## config.mk

```make
export PLATFORM = sky130hd
export DESIGN_NAME = rs_alu_station_flat
export DESIGN_NICKNAME = d
export VERILOG_FILES = /design/src/rtl/rs_alu_station_pkg.sv /design/src/rtl/rs_alu_station_if.sv /design/src/rtl/rs_alu_station_age_select.sv /design/src/rtl/rs_alu_station.sv /design/src/flat_wrapper.sv
export SDC_FILE = /design/constraint.sdc
export NUM_CORES = 1
export LEC_CHECK = 0
export BUFFER_PORTS_ARGS = -buffer_cell sky130_fd_sc_hd__buf_2
export CAP_MARGIN = 20
export CELL_PAD_IN_SITES_DETAIL_PLACEMENT = 1
export CELL_PAD_IN_SITES_GLOBAL_PLACEMENT = 1
export CORE_UTILIZATION = 25
export DETAILED_ROUTE_END_ITERATION = 16
export PLACE_DENSITY = 0.45
export RECOVER_POWER = 50
export SKIP_LAST_GASP = 1
export SLEW_MARGIN = 15
export SYNTH_ARGS = -nofsm -noshare
export SYNTH_HDL_FRONTEND = slang
export SYNTH_SLANG_ARGS = --single-unit
export TNS_END_PERCENT = 10
```

## constraint.sdc

```tcl
create_clock -name clk -period 4.9 [get_ports clk]
set_input_delay 0.49 -clock clk [delete_from_list [all_inputs] [get_ports clk]]
set_output_delay 0.49 -clock clk [all_outputs]
set_load 0.02 [all_outputs]
```

## src/rtl/rs_alu_station_pkg.sv

```systemverilog
// ALU reservation station shared types.
// Entry layout, widths and CDB tag matcher.
package rs_pkg;
  localparam int RS_DEPTH_DFLT    = 8;
  localparam int OP_W             = 5;
  localparam int PHYSICAL_REG_NUM = 64;
  localparam int PREG_W           = 6;
  localparam int NUM_CDB          = 2;

  typedef struct packed {
    logic              valid;
    logic [OP_W-1:0]   op;
    logic [PREG_W-1:0] src1;
    logic [PREG_W-1:0] src2;
    logic [PREG_W-1:0] dst;
    logic              rdy1;
    logic              rdy2;
  } rs_alu_entry_t;

  function automatic logic cdb_match(
    input logic [PREG_W-1:0]              tag,
    input logic [NUM_CDB-1:0]             cdb_valid,
    input logic [NUM_CDB-1:0][PREG_W-1:0] cdb_reg_addr
  );
    logic m;
    m = 1'b0;
    for (int k = 0; k < NUM_CDB; k++)
      m = m | (cdb_valid[k] &
               (cdb_reg_addr[k] == tag));
    return m;
  endfunction
endpackage

```

## src/rtl/rs_alu_station_if.sv

```systemverilog
// Dispatch, wakeup and issue bundle.
// master = producer/consumer side, slave = station.
interface rs_alu_station_if
  import rs_pkg::*;
#(
  parameter int RS_DEPTH = RS_DEPTH_DFLT
);
  localparam int CNT_W = $clog2(RS_DEPTH) + 1;

  logic                             dispatch_valid;
  logic                             dispatch_ready;
  logic [OP_W-1:0]                  dispatch_op;
  logic [PREG_W-1:0]                dispatch_src1;
  logic [PREG_W-1:0]                dispatch_src2;
  logic [PREG_W-1:0]                dispatch_dst;
  logic [PHYSICAL_REG_NUM-1:0]      reg_status;
  logic [NUM_CDB-1:0]               cdb_valid;
  logic [NUM_CDB-1:0][PREG_W-1:0]   cdb_reg_addr;
  logic                             issue_valid;
  logic                             issue_ready;
  logic [OP_W-1:0]                  issue_op;
  logic [PREG_W-1:0]                issue_src1;
  logic [PREG_W-1:0]                issue_src2;
  logic [PREG_W-1:0]                issue_dst;
  logic [CNT_W-1:0]                 occupancy;

  modport master (
    output dispatch_valid, dispatch_op,
    output dispatch_src1, dispatch_src2,
    output dispatch_dst, reg_status,
    output cdb_valid, cdb_reg_addr,
    output issue_ready,
    input  dispatch_ready, issue_valid,
    input  issue_op, issue_src1,
    input  issue_src2, issue_dst,
    input  occupancy
  );

  modport slave (
    input  dispatch_valid, dispatch_op,
    input  dispatch_src1, dispatch_src2,
    input  dispatch_dst, reg_status,
    input  cdb_valid, cdb_reg_addr,
    input  issue_ready,
    output dispatch_ready, issue_valid,
    output issue_op, issue_src1,
    output issue_src2, issue_dst,
    output occupancy
  );
endinterface

```

## src/rtl/rs_alu_station_age_select.sv

```systemverilog
// Age matrix: r_age[i][j] means entry i older than j.
// Picks the oldest eligible entry as a one-hot.
module rs_age_select #(
  parameter int RS_DEPTH = 8
) (
  input  logic                clk,
  input  logic                reset,
  input  logic [RS_DEPTH-1:0] i_valid,
  input  logic [RS_DEPTH-1:0] i_alloc,
  input  logic [RS_DEPTH-1:0] i_free,
  input  logic [RS_DEPTH-1:0] i_elig,
  output logic [RS_DEPTH-1:0] o_sel,
  output logic                o_any
);
  logic [RS_DEPTH-1:0] r_age [RS_DEPTH];

  // New entry is younger than every surviving entry
  always_ff @(posedge clk) begin
    if (!reset) begin
      for (int i = 0; i < RS_DEPTH; i++)
        r_age[i] <= '0;
    end else begin
      for (int i = 0; i < RS_DEPTH; i++)
        for (int j = 0; j < RS_DEPTH; j++)
          if (i_alloc[i])
            r_age[i][j] <= 1'b0;
          else if (i_alloc[j] && i_valid[i] &&
                   !i_free[i])
            r_age[i][j] <= 1'b1;
          else if (i_free[j])
            r_age[i][j] <= 1'b0;
    end
  end

  // Eligible entry with no older eligible entry wins
  always_comb begin
    o_sel = '0;
    for (int i = 0; i < RS_DEPTH; i++) begin
      logic blk;
      blk = 1'b0;
      for (int j = 0; j < RS_DEPTH; j++)
        blk = blk | (i_elig[j] & r_age[j][i]);
      o_sel[i] = i_elig[i] & !blk;
    end
  end

  assign o_any = |i_elig;
endmodule

```

## src/rtl/rs_alu_station.sv

```systemverilog
// ALU reservation station with CDB wakeup.
// Oldest-ready select into a registered issue port.
module rs_alu_station
  import rs_pkg::*;
#(
  parameter int RS_DEPTH = RS_DEPTH_DFLT
) (
  input  logic         clk,
  input  logic         reset,
  rs_alu_station_if.slave bus
);
  localparam int CNT_W = $clog2(RS_DEPTH) + 1;

  rs_alu_entry_t       r_rs [RS_DEPTH];
  logic [CNT_W-1:0]    r_occ;
  logic                r_iv;
  logic [OP_W-1:0]     r_iop;
  logic [PREG_W-1:0]   r_is1;
  logic [PREG_W-1:0]   r_is2;
  logic [PREG_W-1:0]   r_idst;

  logic [RS_DEPTH-1:0] w_valid;
  logic [RS_DEPTH-1:0] w_m1;
  logic [RS_DEPTH-1:0] w_m2;
  logic [RS_DEPTH-1:0] w_elig;
  logic [RS_DEPTH-1:0] w_sel;
  logic [RS_DEPTH-1:0] w_alloc;
  logic [RS_DEPTH-1:0] w_free;
  logic                w_any;
  logic                w_load;
  logic                w_fire;
  logic                w_dready;
  rs_alu_entry_t       w_pick;
  rs_alu_entry_t       w_new;

  assign w_dready = (r_occ < CNT_W'(RS_DEPTH));
  assign w_fire   = bus.dispatch_valid & w_dready;
  assign w_load   = (!r_iv | bus.issue_ready) & w_any;
  assign w_free   = w_load ? w_sel : '0;

  // Per-entry CDB match and eligibility
  always_comb begin
    for (int i = 0; i < RS_DEPTH; i++) begin
      w_valid[i] = r_rs[i].valid;
      w_m1[i] = cdb_match(r_rs[i].src1,
        bus.cdb_valid, bus.cdb_reg_addr);
      w_m2[i] = cdb_match(r_rs[i].src2,
        bus.cdb_valid, bus.cdb_reg_addr);
      w_elig[i] = r_rs[i].valid &
        (r_rs[i].rdy1 | w_m1[i]) &
        (r_rs[i].rdy2 | w_m2[i]);
    end
  end

  // Lowest free slot takes the dispatch
  always_comb begin
    logic found;
    found   = 1'b0;
    w_alloc = '0;
    for (int i = 0; i < RS_DEPTH; i++)
      if (!w_valid[i] && !found) begin
        w_alloc[i] = w_fire;
        found      = 1'b1;
      end
  end

  // Incoming entry with status/CDB bypass
  always_comb begin
    w_new       = '0;
    w_new.valid = 1'b1;
    w_new.op    = bus.dispatch_op;
    w_new.src1  = bus.dispatch_src1;
    w_new.src2  = bus.dispatch_src2;
    w_new.dst   = bus.dispatch_dst;
    w_new.rdy1  =
      bus.reg_status[bus.dispatch_src1] |
      cdb_match(bus.dispatch_src1,
        bus.cdb_valid, bus.cdb_reg_addr);
    w_new.rdy2  =
      bus.reg_status[bus.dispatch_src2] |
      cdb_match(bus.dispatch_src2,
        bus.cdb_valid, bus.cdb_reg_addr);
  end

  // One-hot mux of the selected entry
  always_comb begin
    w_pick = '0;
    for (int i = 0; i < RS_DEPTH; i++)
      if (w_sel[i]) w_pick = r_rs[i];
  end

  rs_age_select #(.RS_DEPTH(RS_DEPTH)) u_age (
    .clk     (clk),
    .reset   (reset),
    .i_valid (w_valid),
    .i_alloc (w_alloc),
    .i_free  (w_free),
    .i_elig  (w_elig),
    .o_sel   (w_sel),
    .o_any   (w_any)
  );

  // Entry allocate, free and sticky wakeup
  always_ff @(posedge clk) begin
    if (!reset) begin
      for (int i = 0; i < RS_DEPTH; i++)
        r_rs[i] <= '0;
    end else begin
      for (int i = 0; i < RS_DEPTH; i++)
        if (w_alloc[i])
          r_rs[i] <= w_new;
        else if (w_free[i])
          r_rs[i].valid <= 1'b0;
        else if (r_rs[i].valid) begin
          r_rs[i].rdy1 <= r_rs[i].rdy1 | w_m1[i];
          r_rs[i].rdy2 <= r_rs[i].rdy2 | w_m2[i];
        end
    end
  end

  // Occupancy counts entries, not the issue reg
  always_ff @(posedge clk) begin
    if (!reset)
      r_occ <= '0;
    else
      r_occ <= r_occ + CNT_W'(w_fire)
                     - CNT_W'(w_load);
  end

  // Issue register, held under backpressure
  always_ff @(posedge clk) begin
    if (!reset) begin
      r_iv   <= 1'b0;
      r_iop  <= '0;
      r_is1  <= '0;
      r_is2  <= '0;
      r_idst <= '0;
    end else if (w_load) begin
      r_iv   <= 1'b1;
      r_iop  <= w_pick.op;
      r_is1  <= w_pick.src1;
      r_is2  <= w_pick.src2;
      r_idst <= w_pick.dst;
    end else if (bus.issue_ready) begin
      r_iv   <= 1'b0;
    end
  end

  assign bus.dispatch_ready = w_dready;
  assign bus.issue_valid    = r_iv;
  assign bus.issue_op       = r_iop;
  assign bus.issue_src1     = r_is1;
  assign bus.issue_src2     = r_is2;
  assign bus.issue_dst      = r_idst;
  assign bus.occupancy      = r_occ;
endmodule

```

## src/flat_wrapper.sv

```systemverilog
// flat-port wrapper written by rule: the top's interface ports become plain ports
module rs_alu_station_flat import rs_pkg::*;
#(
  parameter int RS_DEPTH = RS_DEPTH_DFLT
)
  (clk, reset, bus_dispatch_valid, bus_dispatch_op, bus_dispatch_src1, bus_dispatch_src2, bus_dispatch_dst, bus_reg_status, bus_cdb_valid, bus_cdb_reg_addr, bus_issue_ready, bus_dispatch_ready, bus_issue_valid, bus_issue_op, bus_issue_src1, bus_issue_src2, bus_issue_dst, bus_occupancy);
  rs_alu_station_if #(.RS_DEPTH(RS_DEPTH)) bus_i ();
  input  logic clk;
  input  logic reset;
  input wire logic [$bits(bus_i.dispatch_valid)-1:0] bus_dispatch_valid;
  input wire logic [$bits(bus_i.dispatch_op)-1:0] bus_dispatch_op;
  input wire logic [$bits(bus_i.dispatch_src1)-1:0] bus_dispatch_src1;
  input wire logic [$bits(bus_i.dispatch_src2)-1:0] bus_dispatch_src2;
  input wire logic [$bits(bus_i.dispatch_dst)-1:0] bus_dispatch_dst;
  input wire logic [$bits(bus_i.reg_status)-1:0] bus_reg_status;
  input wire logic [$bits(bus_i.cdb_valid)-1:0] bus_cdb_valid;
  input wire logic [$bits(bus_i.cdb_reg_addr)-1:0] bus_cdb_reg_addr;
  input wire logic [$bits(bus_i.issue_ready)-1:0] bus_issue_ready;
  output wire logic [$bits(bus_i.dispatch_ready)-1:0] bus_dispatch_ready;
  output wire logic [$bits(bus_i.issue_valid)-1:0] bus_issue_valid;
  output wire logic [$bits(bus_i.issue_op)-1:0] bus_issue_op;
  output wire logic [$bits(bus_i.issue_src1)-1:0] bus_issue_src1;
  output wire logic [$bits(bus_i.issue_src2)-1:0] bus_issue_src2;
  output wire logic [$bits(bus_i.issue_dst)-1:0] bus_issue_dst;
  output wire logic [$bits(bus_i.occupancy)-1:0] bus_occupancy;
  assign bus_i.dispatch_valid = bus_dispatch_valid;
  assign bus_i.dispatch_op = bus_dispatch_op;
  assign bus_i.dispatch_src1 = bus_dispatch_src1;
  assign bus_i.dispatch_src2 = bus_dispatch_src2;
  assign bus_i.dispatch_dst = bus_dispatch_dst;
  assign bus_i.reg_status = bus_reg_status;
  assign bus_i.cdb_valid = bus_cdb_valid;
  assign bus_i.cdb_reg_addr = bus_cdb_reg_addr;
  assign bus_i.issue_ready = bus_issue_ready;
  assign bus_dispatch_ready = bus_i.dispatch_ready;
  assign bus_issue_valid = bus_i.issue_valid;
  assign bus_issue_op = bus_i.issue_op;
  assign bus_issue_src1 = bus_i.issue_src1;
  assign bus_issue_src2 = bus_i.issue_src2;
  assign bus_issue_dst = bus_i.issue_dst;
  assign bus_occupancy = bus_i.occupancy;
  rs_alu_station #(.RS_DEPTH(RS_DEPTH)) u_core (.clk(clk), .reset(reset), .bus(bus_i));
endmodule
```

==> results.md, run 1 <==
- Run status: finished with violations
- Violations in the final reports: max-capacitance violations, max-slew violations
- Register area share after synthesis: 0.489
- Post-DR vias/cell: 5.08
- Power per Cell Area: between 300 and 400 nW/um^2
- Synth Warn #: 0
- Wire per inst: approximately 27 um
- Critical path, cell by cell: clkbuf_1, clkbuf_1, clkbuf_1, nand2_1, buf_4
- Setup crit end kind: flip-flop
- Average cell area after synthesis: roughly 11 um^2
- Fill count: a little under 8000
- Nets@finish: roughly 1900
- Unrepaired setup endpoints after global routing: false
- Number of max-capacitance violations reported: 6
- Final worst setup slack: ~0.75 ns
- Largest voltage drop on the vdd net: 0.239 mV
- Total half-perimeter wirelength after legalization and detailed placement: 53600 um
- CTS buffer count: 39
- Post-synth EDFFs: around 270
- Share of cells above drive strength 1: 0.184
- Worst path buffer plus inverter count: 4
- Antenna violations before repair: 3
- Number of endpoints failing setup at the final stage: 0
- IO buf count: 133
- Final number of hold-violating endpoints: 0
- Most used cell along the critical path: sky130_fd_sc_hd__clkbuf_1
- Critical setup path kind: input port to flip-flop
- Final Routed Wirelength: between 70000 and 80000 um
- Initial Utilization: 0.254
- Number of global-route vias before repair: 15200
- Crit path max-delay family: buffers and inverters
- Chip height: 269 um
- Startpoint type of the worst setup path: input port
- Overall track demand over capacity in global routing: 0.207
- Std cell rows: between 90 and 100
- Critical path required time: slightly above 5 ns
- Tightest Hold Check Type: input port to flip-flop
- CTS H-tree lvls: 2
- First-pass GRT wire length: between 100000 and 150000 um
- Crit-path max cell delay: 1.04 ns
- Power consumption: about 7.3 mW
- Most area-consuming cells after synthesis: sky130_fd_sc_hd__edfxtp_1 46%, sky130_fd_sc_hd__xor2_1 7.0%, sky130_fd_sc_hd__nor2_1 6.2%
- Clock sink count: 300
- Fin Setup TNS: 0 ns
- Final setup skew: roughly 0.019 ns
- Synth Register Bits: 300
- Clock transition at the register clock pins on the worst setup and hold paths after CTS: roughly 0.060 ns
- Transition time of the tightest slew-check pin: about 2.8 ns
- Root buf cell: sky130_fd_sc_hd__clkbuf_16
- Cell area after synthesis: 17900 um^2
- Top-area cell type share of the netlist area: 0.457
- Largest area contributor in the netlist: sky130_fd_sc_hd__edfxtp_1
- Prevailing post-synth register cell: sky130_fd_sc_hd__edfxtp_1
- X dimension of the die: 269 um
- Post-CTS setup-driven buffer insertion count: 0
- Placeable core area: 70400 um^2
- Buffers from clock root to sink, at most: 3
- Number of unique standard cell types used by synthesis: 70
- Vias: between 10000 and 15000
- Number of top-level design ports: about 130
- Post-CTS Hold Fix Bufs: 0
- Insertion delay to the later sink of the worst-skew pair: 0.58 ns
- Min Clock Period, post-route: about 4.1 ns
- Final Wtd Congestion: about 0.92
- Number of remaining DRC errors: 0
- Data arrival time of the critical path: 4.41 ns
- Pin count of the biggest net entering global routing: 38
- Worst-path cell with the longest stage delay: sky130_fd_sc_hd__clkbuf_1
- Post-route ant nets: 0
- Placement-stage worst setup slack: between 0.4 and 0.5 ns
- Total grt overflow: 0
- Maximum clock frequency: between 200 and 250 MHz
- Area growth syn-to-layout: 18.0%
- Share of synthesized flip-flops with an asynchronous set or reset: 0
- Period utilization: 0.847
- Post-cts gate resize count: 0
- Largest fanout of any net on the critical path: 26
- CTS tree: built
- Cells after Synth: 1670
- Static leakage: a little over 8 nW
- Die outline area: between 70000 and 80000 um^2
- Number of pins with negative max-slew slack in the final report: 169
- First-pass iteration count of the detailed router: 5
- Initial DRC count: 1017
- Slew Limit Headroom: -0.869
final timing paths:
kind | start | end | slack [ns] | cells past startpoint
setup / recovery | reset | u_core.r_rs[0][139] | 0.75 | 5
hold / removal | bus_issue_ready | u_core.bus.issue_valid | 0.37 | 3
setup reg to reg | u_core.bus.occupancy[3] | u_core.r_rs[0][78] | 0.90 | 6
hold reg to reg | u_core.bus.issue_src1[2] | u_core.bus.issue_src1[2] | 0.51 | 2
power breakdown:
part | total (mW) | leakage, nW | switching (mW) | internal [mW]
registers | 3.16 | 3.04 | 0.158 | 3.00
clock network | 2.95 | 0.623 | 1.21 | 1.75
logic | 1.18 | 4.42 | 0.754 | 0.422
total | 7.29 | 8.08 | 2.12 | 5.17
through the flow:
stage	cells	utilization	hold WS [ns]	area [um^2]
after floorplan	1677	-	0.602	17900
after global placement	2718	0.282	0.481	19900
after detailed placement	2719	0.283	0.493	19900
after CTS	2790	0.301	0.344	21200
after global routing	2791	0.299	0.371	21100
final	2792	0.299	0.367	21100
Yosys cell counts, types with 6 or more instances:
cell type / number
sky130_fd_sc_hd__and2_1: 15
sky130_fd_sc_hd__o31ai_1: 12
sky130_fd_sc_hd__or4_1: 11
sky130_fd_sc_hd__clkbuf_1: 63
sky130_fd_sc_hd__o211ai_1: 11
sky130_fd_sc_hd__nand2_1: 73
sky130_fd_sc_hd__mux4_2: 42
sky130_fd_sc_hd__or2_1: 7
sky130_fd_sc_hd__nor3_1: 58
sky130_fd_sc_hd__o22ai_1: 17
sky130_fd_sc_hd__or2_2: 13
sky130_fd_sc_hd__buf_4: 14
sky130_fd_sc_hd__xor2_1: 142
sky130_fd_sc_hd__nor4_1: 8
sky130_fd_sc_hd__nand4_1: 23
sky130_fd_sc_hd__o21ai_0: 80
sky130_fd_sc_hd__o21ai_1: 6
sky130_fd_sc_hd__a41oi_1: 9
sky130_fd_sc_hd__edfxtp_1: 272
sky130_fd_sc_hd__o2111ai_1: 7
sky130_fd_sc_hd__a22oi_1: 53
sky130_fd_sc_hd__buf_6: 21
sky130_fd_sc_hd__o211a_1: 14
sky130_fd_sc_hd__a31o_1: 8
sky130_fd_sc_hd__inv_1: 59
sky130_fd_sc_hd__a21oi_1: 17
sky130_fd_sc_hd__nand3_1: 24
sky130_fd_sc_hd__and3_1: 35
sky130_fd_sc_hd__a311o_1: 11
sky130_fd_sc_hd__xnor2_1: 77
sky130_fd_sc_hd__dfxtp_1: 28
sky130_fd_sc_hd__buf_2: 31
sky130_fd_sc_hd__nor2_1: 293
sky130_fd_sc_hd__mux2i_1: 24
sky130_fd_sc_hd__a2bb2oi_1: 12
cell usage in the layout, fill, tap and decap left out, drive strengths merged, types with 5 or more instances in the layout:
cell     Yosys  final
clkinv       0     11
nor3        58     58
inv         59     61
nor2       298    298
or2         20     20
a31o        12     12
mux2i       24     24
o31ai       12     12
and2        15     15
nand3       25     25
nand2b       6      6
a311o       11     11
clkbuf      64     94
mux4        42     42
a22oi       53     53
a2bb2oi     12     12
a221oi       8      8
or3          5      5
and3        35     35
xnor2       77     77
a41oi       12     12
nand4b       5      5
o211ai      11     11
edfxtp     272    272
o2111ai      7      7
nand2       73     73
xor2       142    142
conb         1      8
nand4       24     24
buf         71    195
dfxtp       28     28
o22ai       17     17
a21o         5      5
o211a       14     14
or4         14     14
o21ai       88     88
nor4         8      8
a21oi       17     17
state kept, by name (all words and copies together) (netlist names):
name and cells:
u_core.bus.issue_dst 6, u_core.bus.issue_src1 6, u_core.bus.issue_src2 6, u_core.bus.issue_valid 1, u_core.bus.occupancy 4, u_core.bus.issue_op 5, u_core.r_rs 208, u_core.u_age.r_age 64
metal layers:
layer,GRT usage,vias to the layer above,wire length (um)
met5,0,-,17
met4,0.0556,2,1910
met3,0.0238,111,2590
met2,0.355,311,36900
met1,0.275,7420,34600
li1,-,6351,-
logic make-up after synthesis:
group / count (synthesis) / synth area share
AOI/OAI and AO/OA: 291 / 0.122
xor gates and xnor gates: 219 / 0.107
adders and majority gates: 5 / 0.00392
buffers and inverters: 194 / 0.0548
DFF: 300 / 0.489
muxes: 66 / 0.0664
other: 1 / 0.000210
and+or+nand+nor: 594 / 0.156
worst reg2reg max path, delay by kind of cell (launching register included):
| family | cells | cell delay (ns) |
|---|---|---|
| buffers and inverters | 1 | 2.00 |
| flip-flops | 1 | 0.40 |
| AND/OR/NAND/NOR | 5 | 1.17 |
cell type report:
cell class,instances,area (um^2),share of cell area
well taps,940,1180,0.0558
repair buffers,237,1460,0.0695
diodes,2,5.00,0.000237
inverters,59,221,0.0105
multi-input cells,1183,8200,0.389
clock inverters,19,216,0.0103
flip-flops and latches,300,8730,0.414
clock buffers,52,1060,0.0505
Note: power is estimated with default switching activity, not from simulation.
==> run 2: changes to the inputs <==
Settings changed: ABC_AREA set to 1, PLACE_DENSITY 0.45 to 0.5.
Clock period 4.9 ns to 3.53 ns, I/O delays scaled along.
==> run 2 against run 1 <==
Net effect: the flow still finishes with violations (max-capacitance violations, max-slew violations); sequential cell count is the same; clock-buffer cell count shrank 2; power grew 48%; sequential share of layout area shrank 4.6 points; critical path depth grew 13; global-route usage grew 3.3 points; clock power grew 50%; final cell count grew 43%; sequential power grew 39%; critical path type is now flip-flop to flip-flop; critical endpoint is now u_core.u_age.r_age[1][28].
==> results.md, run 2 <==
- Maximum clock frequency: around 290 MHz
- Internal reg-to-reg setup slack: 0.09 ns (-0.81 ns)
- Total grt overflow: 0 (unchanged)
- Placement-stage worst setup slack: -0.160 ns (-0.654 ns)
- Number of max-capacitance violations reported: 1 (-5)
- Static leakage: 10.6 nW (+32%)
- Clock power share: 0.410 (+0.005)
- Synth Register Bits: 300 (unchanged)
- Register area share after synthesis: 0.447 (-0.0418)
- First-pass iteration count of the detailed router: 5 (unchanged)
- Area growth syn-to-layout: 21.4%
- Number of global-route vias before repair: 20300 (+33%)
- Commonest non-fill, non-tap cells in the layout: 797 x sky130_fd_sc_hd__nand2_1, 354 x sky130_fd_sc_hd__nor2_1, 346 x sky130_fd_sc_hd__inv_1, 272 x sky130_fd_sc_hd__edfxtp_1, 187 x sky130_fd_sc_hd__nand3_1
- Reg with most FFs: u_core.r_rs
- Antenna violations before repair: 2 (-1)
- Internal power summed over all cells: 7.39 mW (+43%)
- Largest fanout of any net on the critical path: 9 (-65%)
- IO buf count: 133 (unchanged)
- Tightest Hold Check Type: input port to flip-flop
- Share of synthesized flip-flops with an asynchronous set or reset: 0 (unchanged)
- Nets@finish: 3023 (+57%)
- Post-CTS setup-driven buffer insertion count: 0 (unchanged)
- Final instance area: 23700 um^2 (+13%)
- Data arrival time of the critical path: 3.74 ns (-0.67 ns)
- Post-route ant nets: 0 (unchanged)
- CTS H-tree lvls: 2 (unchanged)
- CTS tree: built
- Final setup skew: 0.0175 ns (-0.00128 ns)
- Combinational group share of total power: 0.185 (+0.024)
- Unrepaired setup endpoints after global routing: true
- Share of cells above drive strength 1: 0.144 (-0.0395)
- First-pass GRT wire length: 138000 um (+26%)
- Transition time of the tightest slew-check pin: 1.96 ns (-0.847 ns)
- Portion of total power attributed to sequential cells: 0.405 (-0.029)
- Number of remaining DRC errors: 0 (unchanged)
- Post-DP Area: 22400 um^2 (+13%)
- Insertion delay to the later sink of the worst-skew pair: 0.58 ns (about the same)
- Number of pins with negative max-slew slack in the final report: 24 (-86%)
- Final core utilization: 0.307 (+0.00729)
- Synth cell count leaders: 798 x sky130_fd_sc_hd__nand2_1, 356 x sky130_fd_sc_hd__nor2_1, 347 x sky130_fd_sc_hd__inv_1, 272 x sky130_fd_sc_hd__edfxtp_1, 187 x sky130_fd_sc_hd__nand3_1
- Startpoint type of the worst setup path: flip-flop
- Post-DR vias/cell: 4.87 (-4.2%)
- Violations in the final reports: max-capacitance violations, max-slew violations
- Clock transition at the register clock pins on the worst setup and hold paths after CTS: 0.06 ns (about the same)
- Period utilization: 0.975
- Prevailing post-synth register cell: sky130_fd_sc_hd__edfxtp_1
- Cells after Synth: 2702 (+62%)
- Critical path required time: 3.83 ns (-1.33 ns)
- Start point of the worst hold path: bus_dispatch_valid
- Initial Utilization: 0.253 (-0.00116)
- Largest area contributor in the netlist: sky130_fd_sc_hd__edfxtp_1
- X dimension of the die: 282 um (+4.5%)
- Setup crit end kind: flip-flop
- Hold Path End: u_core.bus.occupancy[0]
- Most common cell in the synthesized netlist: sky130_fd_sc_hd__nand2_1
- Average cell area after synthesis: 7.23 um^2 (-32%)
- Final Wtd Congestion: 0.897 (-2.3%)
- Final worst setup slack: 0.0867 ns (-0.664 ns)
- Registers with the highest flip-flop counts: u_core.r_rs (208), u_core.u_age.r_age (64)
- Most area-consuming cells after synthesis: sky130_fd_sc_hd__edfxtp_1 42%, sky130_fd_sc_hd__nand2_1 15%, sky130_fd_sc_hd__nor2_1 6.8%
- Largest voltage drop on the vdd net: 0.373 mV (+56%)
- Worst hold path cell count: 6 (+3)
- Chip height: 282 um (+4.5%)
- Root buf cell: sky130_fd_sc_hd__clkbuf_16
- Slew Limit Headroom: -0.305 (+0.565)
- Run status: finished with violations
- Wire per inst: 23.8 um (-13%)
- Flip-flop count of the largest register, all copies and words added: 208 (unchanged)
- Clock sink count: 300 (unchanged)
- Overall track demand over capacity in global routing: 0.240 (+0.0332)
- Buffers from clock root to sink, at most: 3 (unchanged)
- Final Routed Wirelength: 94800 um (+25%)
- Number of top-level design ports: 134 (unchanged)
- R2R cell count: 18 (+12)
- Switching power as a share of total power: 0.315 (+0.0246)
- Placeable core area: 77300 um^2 (+9.9%)
- Worst Hold Slack: 0.320 ns (-0.0475 ns)
- Net switching power: 3.40 mW (+61%)
- Top-area cell type share of the netlist area: 0.418 (-0.0392)
- Synth Warn #: 0 (unchanged)
- Power per Cell Area: 455 nW/um^2 (+32%)
- Cell area after synthesis: 19500 um^2 (+9.4%)
- Number of endpoints failing setup at the final stage: 0 (unchanged)
- Number of unique standard cell types used by synthesis: 52 (-26%)
- Critical register-to-register path startpoint: u_core.r_rs[0][201]
- Std cell rows: 102 (+5.2%)
- Total half-perimeter wirelength after legalization and detailed placement: 70300 um (+31%)
- Initial DRC count: 1425 (+40%)
- Vias: 19400 (+37%)
- End of the worst register-to-register path: u_core.u_age.r_age[1][28]
- Post-synth EDFFs: 272 (unchanged)
- Critical setup path kind: flip-flop to flip-flop
- Pin count of the biggest net entering global routing: 47 (+24%)
- Die outline area: 79300 um^2 (+9.3%)
- Final number of hold-violating endpoints: 0 (unchanged)
- Min Clock Period, post-route: approximately 3.4 ns
- CTS buffer count: 41 (+5.1%)
- Most frequent standard cell in the layout excluding fill and tap cells: sky130_fd_sc_hd__nand2_1
-- run 2: changes by cell type in the layout (fill, tap and decap cells not counted), moves of 42 or more --
cell                      delta
sky130_fd_sc_hd__xor2_1    -125
sky130_fd_sc_hd__nand3_1   +164
sky130_fd_sc_hd__o22ai_1    +44
sky130_fd_sc_hd__mux4_2     -42
sky130_fd_sc_hd__o21ai_0    +69
sky130_fd_sc_hd__a22oi_1    -53
sky130_fd_sc_hd__nor2_1     +62
sky130_fd_sc_hd__xnor2_1    -58
sky130_fd_sc_hd__buf_4      +67
sky130_fd_sc_hd__nand2_1   +724
sky130_fd_sc_hd__inv_1     +287
-- run 2: kinds of logic after synthesis --
family,Yosys count,synth area share
AND/OR/NAND/NOR,1465,0.315
buffers and inverters,548,0.116
AO/OA/AOI/OAI,347,0.103
flip-flops,300,0.447
XOR/XNOR,36,0.0161
adder cells (fa/ha/maj),5,0.00359
other,1,0.000192
-- run 2: layer usage --
metal  track usage  share of wire  vias up
met4        0.0772          0.033        0
li1              -              -     9136
met2         0.413           0.48      454
met5             0              0        -
met1         0.314           0.45     9694
met3        0.0232          0.038      137
-- run 2: worst max-delay path by stage --
stage	start	end	slack [ns]	depth (start not counted)
floorplan	bus_cdb_reg_addr[8]	u_core.bus.occupancy[2]	0.41	18
global placement	bus_cdb_reg_addr[6]	u_core.bus.occupancy[3]	-0.15	21
detailed placement	bus_cdb_reg_addr[6]	u_core.u_age.r_age[1][29]	-0.16	20
CTS	u_core.r_rs[0][200]	u_core.u_age.r_age[1][28]	0.14	18
global route	u_core.r_rs[0][167]	u_core.u_age.r_age[1][29]	-0.04	18
finish	u_core.r_rs[0][201]	u_core.u_age.r_age[1][28]	0.09	18
-- run 2: cell type report --
| type | count | area [um^2] |
|---|---|---|
| fill | 9564 | 53600 |
| timing repair buffer | 317 | 2220 |
| clock inverter | 25 | 303 |
| inverter | 392 | 1480 |
| multi-input combinational | 1861 | 8580 |
| antenna | 2 | 5.00 |
| tap | 1040 | 1300 |
| sequential | 300 | 8730 |
| clock buffer | 50 | 1110 |
-- run 2: metrics by stage --
stage | power, mW | cells | setup TNS [ns]
detailed placement | 6.47 | 3910 | -3.62
CTS | 10.9 | 3985 | 0
floorplan | 5.49 | 2709 | 0
finish | 10.8 | 3987 | 0
global route | 11.3 | 3987 | -0.180
global placement | 6.45 | 3910 | -2.26
-- run 2: power by group through the flow --
stage               clock [mW]  combinational [mW]  sequential (mW)
global placement             0                2.01             4.44
global route              4.67                2.19             4.40
floorplan                    0                1.10             4.39
CTS                       4.54                2.03             4.37
detailed placement           0                2.02             4.45
finish                    4.42                1.99             4.38
-- run 2: worst max-delay path: stages, from the launching register on --
cell                       delay (ns)
sky130_fd_sc_hd__edfxtp_1        0.45
sky130_fd_sc_hd__inv_1           0.10
sky130_fd_sc_hd__a21oi_1         0.13
sky130_fd_sc_hd__nand3_1         0.09
sky130_fd_sc_hd__nor2_1          0.11
sky130_fd_sc_hd__nand2_1         0.13
sky130_fd_sc_hd__nand3b_1        0.18
sky130_fd_sc_hd__nand3_1         0.19
sky130_fd_sc_hd__buf_4           0.23
sky130_fd_sc_hd__nor2_1          0.08
sky130_fd_sc_hd__o21ai_0         0.13
sky130_fd_sc_hd__a221oi_1        0.31
sky130_fd_sc_hd__nand2_1         0.25
sky130_fd_sc_hd__nor2_1          0.25
sky130_fd_sc_hd__inv_2           0.09
sky130_fd_sc_hd__nand2_4         0.13
sky130_fd_sc_hd__nor2_4          0.08
sky130_fd_sc_hd__inv_2           0.16
sky130_fd_sc_hd__nor2_1          0.06
-- run 2: repair_timing --
item / in CTS / in global routing
setup endpoints to repair: 0 / 9
hold buffers: 0 / 0
hold endpoints to repair: 0 / 0
gates resized for setup: 0 / 1
==> run 3: changes to the inputs <==
Settings changed: ABC_AREA 1 to not set, PLACE_DENSITY 0.5 to 0.47.
==> run 3 against run 2 <==
Net effect: the flow still finishes with violations (max-capacitance violations, max-slew violations); clock skew increased by 0.0065 ns; final cell count fell by 27%; clock power shrank 6.6%; sequential power about the same; combinational power down 7%; via count is 24% lower; wire length decreased by 18%.
==> results.md, run 3 (synthesis gave the netlist of run 1 again) <==
- Run status: finished with violations
- Violations in the final reports: max-capacitance violations, max-slew violations
- IO buf count: 133 (unchanged)
- Static leakage: 9.01 nW (-15%)
- Clock transition at the register clock pins on the worst setup and hold paths after CTS: 0.06 ns (about the same)
- Wire per inst: 26.5 um (+11%)
- Placement-stage worst setup slack: -0.306 ns (-0.145 ns)
- Worst hold path cell count: 2 (-4)
- Worst Hold Slack: 0.225 ns (-0.0947 ns)
- Area growth syn-to-layout: 27.5%
- Layer carrying the most global-route usage: met2
- R2R cell count: 12 (-6)
- Final Wtd Congestion: 0.897 (about the same)
- Total grt overflow: 0 (unchanged)
- X dimension of the die: 269 um (-4.3%)
- Number of endpoints failing setup at the final stage: 0 (unchanged)
- Registers with the highest flip-flop counts: u_core.r_rs (208), u_core.u_age.r_age (64)
- Total half-perimeter wirelength after legalization and detailed placement: 54400 um (-23%)
- Critical path required time: 3.84 ns (about the same)
- Tightest Hold Check Type: input port to flip-flop
- Die outline area: 72500 um^2 (-8.5%)
- Post-route ant nets: 0 (unchanged)
- First-pass GRT wire length: 112000 um (-19%)
- Cells after DPL: 2836 (-27%)
- Slew Limit Headroom: -0.360 (-0.0555)
- Min Clock Period, post-route: 3.44 ns (-0.00148 ns)
- Final instance area: 22800 um^2 (-4.0%)
- Final worst setup slack: 0.0882 ns (+0.00148 ns)
- Post-DR vias/cell: 5.05 (+3.6%)
- Post-CTS Hold Fix Bufs: 0 (unchanged)
- Antenna violations before repair: 1 (-1)
- Share of cells above drive strength 1: 0.253 (+0.108)
- Final number of hold-violating endpoints: 0 (unchanged)
- Number of remaining DRC errors: 0 (unchanged)
- Critical setup path kind: flip-flop to flip-flop
- Commonest non-fill, non-tap cells in the layout: 293 x sky130_fd_sc_hd__nor2_1, 272 x sky130_fd_sc_hd__edfxtp_1, 174 x sky130_fd_sc_hd__buf_4, 142 x sky130_fd_sc_hd__xor2_1, 104 x sky130_fd_sc_hd__buf_2
- Vias: 14800 (-24%)
- CTS H-tree lvls: 2 (unchanged)
- End of the worst register-to-register path: u_core.r_rs[0][104]
- Final Routed Wirelength: 77300 um (-18%)
- Number of non-filler instances in the completed layout: 2923 (-27%)
- Power per Cell Area: 456 nW/um^2 (+0.10%)
- Setup crit end kind: flip-flop
- Data arrival time of the critical path: 3.75 ns (about the same)
- Placeable core area: 70400 um^2 (-9.0%)
- CTS buffer count: 40 (-2.4%)
- Final core utilization: 0.324 (+0.0168)
- Final setup skew: 0.0240 ns (+0.00651 ns)
- Startpoint type of the worst setup path: flip-flop
- Largest fanout of any net on the critical path: 10 (+1)
- Critical register-to-register path startpoint: u_core.r_rs[0][123]
- Maximum clock frequency: 291 MHz (about the same)
- Total area of multi-input combinational cells: 8340 um^2 (-2.8%)
- Number of max-capacitance violations reported: 1 (unchanged)
- Hold Path End: u_core.bus.occupancy[0]
- Transition time of the tightest slew-check pin: 2.04 ns (+0.0832 ns)
- Fill count: 7861 (-18%)
- Number of global-route vias before repair: 15600 (-23%)
- First-pass iteration count of the detailed router: 5 (unchanged)
- Reg with most FFs: u_core.r_rs
- Post-DP Area: 21200 um^2 (-5.1%)
- Std cell rows: 97 (-4.9%)
- Met2 global-route usage: 0.366 (-0.0475)
- Internal reg-to-reg setup slack: 0.09 ns (about the same)
- Met3 global-route usage: 0.0207 (-0.00245)
- Number of pins with negative max-slew slack in the final report: 25 (+4.2%)
- Number of top-level design ports: 134 (unchanged)
- Overall track demand over capacity in global routing: 0.210 (-0.0296)
- CTS tree: built
- Flip-flop count of the largest register, all copies and words added: 208 (unchanged)
- GR Layer Usage met1: 0.280 (-0.0345)
- Chip height: 269 um (-4.3%)
- Initial Utilization: 0.254 (+0.00116)
- Nets@finish: 2064 (-32%)
- Area taken by flip-flops and latches: 8730 um^2 (unchanged)
- Clock sink count: 300 (unchanged)
- Initial DRC count: 1037 (-27%)
- Period utilization: 0.975 (about the same)
- Most frequent standard cell in the layout excluding fill and tap cells: sky130_fd_sc_hd__nor2_1
- Buffers from clock root to sink, at most: 3 (unchanged)
- Unrepaired setup endpoints after global routing: true
- Pin count of the biggest net entering global routing: 68 (+45%)
- Largest voltage drop on the vdd net: 0.354 mV (-5.1%)
- Root buf cell: sky130_fd_sc_hd__clkbuf_16
- Start point of the worst hold path: reset
- Insertion delay to the later sink of the worst-skew pair: 0.57 ns (about the same)
run 3: power breakdown:
part	switching, mW	internal (mW)	leakage, nW
clock	1.68	2.44	0.630
combinational	1.12	0.747	5.34
sequential	0.212	4.17	3.04
total	3.01	7.36	9.01
run 3: routing by layer:
metal	vias up	wire length, um
met5	-	0
met4	0	1290
met1	7708	34700
met2	337	38500
li1	6626	-
met3	81	2810
run 3: worst max-delay path, cell delays in order (launching register included):
cell	delay (ns)
sky130_fd_sc_hd__edfxtp_1	0.45
sky130_fd_sc_hd__buf_4	0.18
sky130_fd_sc_hd__xor2_1	0.14
sky130_fd_sc_hd__nor3_1	0.28
sky130_fd_sc_hd__a41oi_2	0.20
sky130_fd_sc_hd__a221oi_4	0.33
sky130_fd_sc_hd__buf_12	0.16
sky130_fd_sc_hd__nand4b_1	0.20
sky130_fd_sc_hd__or2_4	0.32
sky130_fd_sc_hd__o21ai_1	0.35
sky130_fd_sc_hd__buf_4	0.32
sky130_fd_sc_hd__a21o_1	0.16
sky130_fd_sc_hd__a21oi_1	0.08
run 3: metrics by stage:
stage	TNS (ns)	power [mW]
after floorplan	0	5.39
after global placement	-22.18	6.27
after detailed placement	-19.72	6.29
after CTS	-0.0211	10.4
after global routing	-0.227	10.7
final	0	10.4
run 3: cell type report:
| cell class | instances | area share |
|---|---|---|
| repair buffers | 369 | 0.133 |
| diodes | 1 | 0.000110 |
| flip-flops and latches | 300 | 0.383 |
| clock buffers | 52 | 0.0472 |
| clock inverters | 18 | 0.00934 |
| multi-input cells | 1184 | 0.366 |
| well taps | 940 | 0.0516 |
| inverters | 59 | 0.00972 |
run 3: what timing repair did:
action | 4_1_cts | 5_1_grt
gates resized for setup | 6 | 28
pin swaps | 4 | 7
setup buffers | 5 | 10
cloned | 1 | 0
endpoints found under the setup margin | 29 | 87
run 3: worst max path at each step:
stage / from / to / slack (ns) / depth (start not counted)
final: u_core.r_rs[0][123] / u_core.r_rs[0][104] / 0.09 / 12
after global routing: u_core.r_rs[0][116] / u_core.u_age.r_age[1][16] / -0.05 / 13
after CTS: u_core.r_rs[0][164] / u_core.bus.issue_dst[4] / -0.009 / 13
after detailed placement: bus_cdb_reg_addr[1] / u_core.bus.issue_src1[1] / -0.31 / 14
after global placement: bus_cdb_reg_addr[1] / u_core.bus.issue_src1[1] / -0.35 / 14
after floorplan: bus_cdb_reg_addr[4] / u_core.bus.occupancy[2] / 0.008 / 17
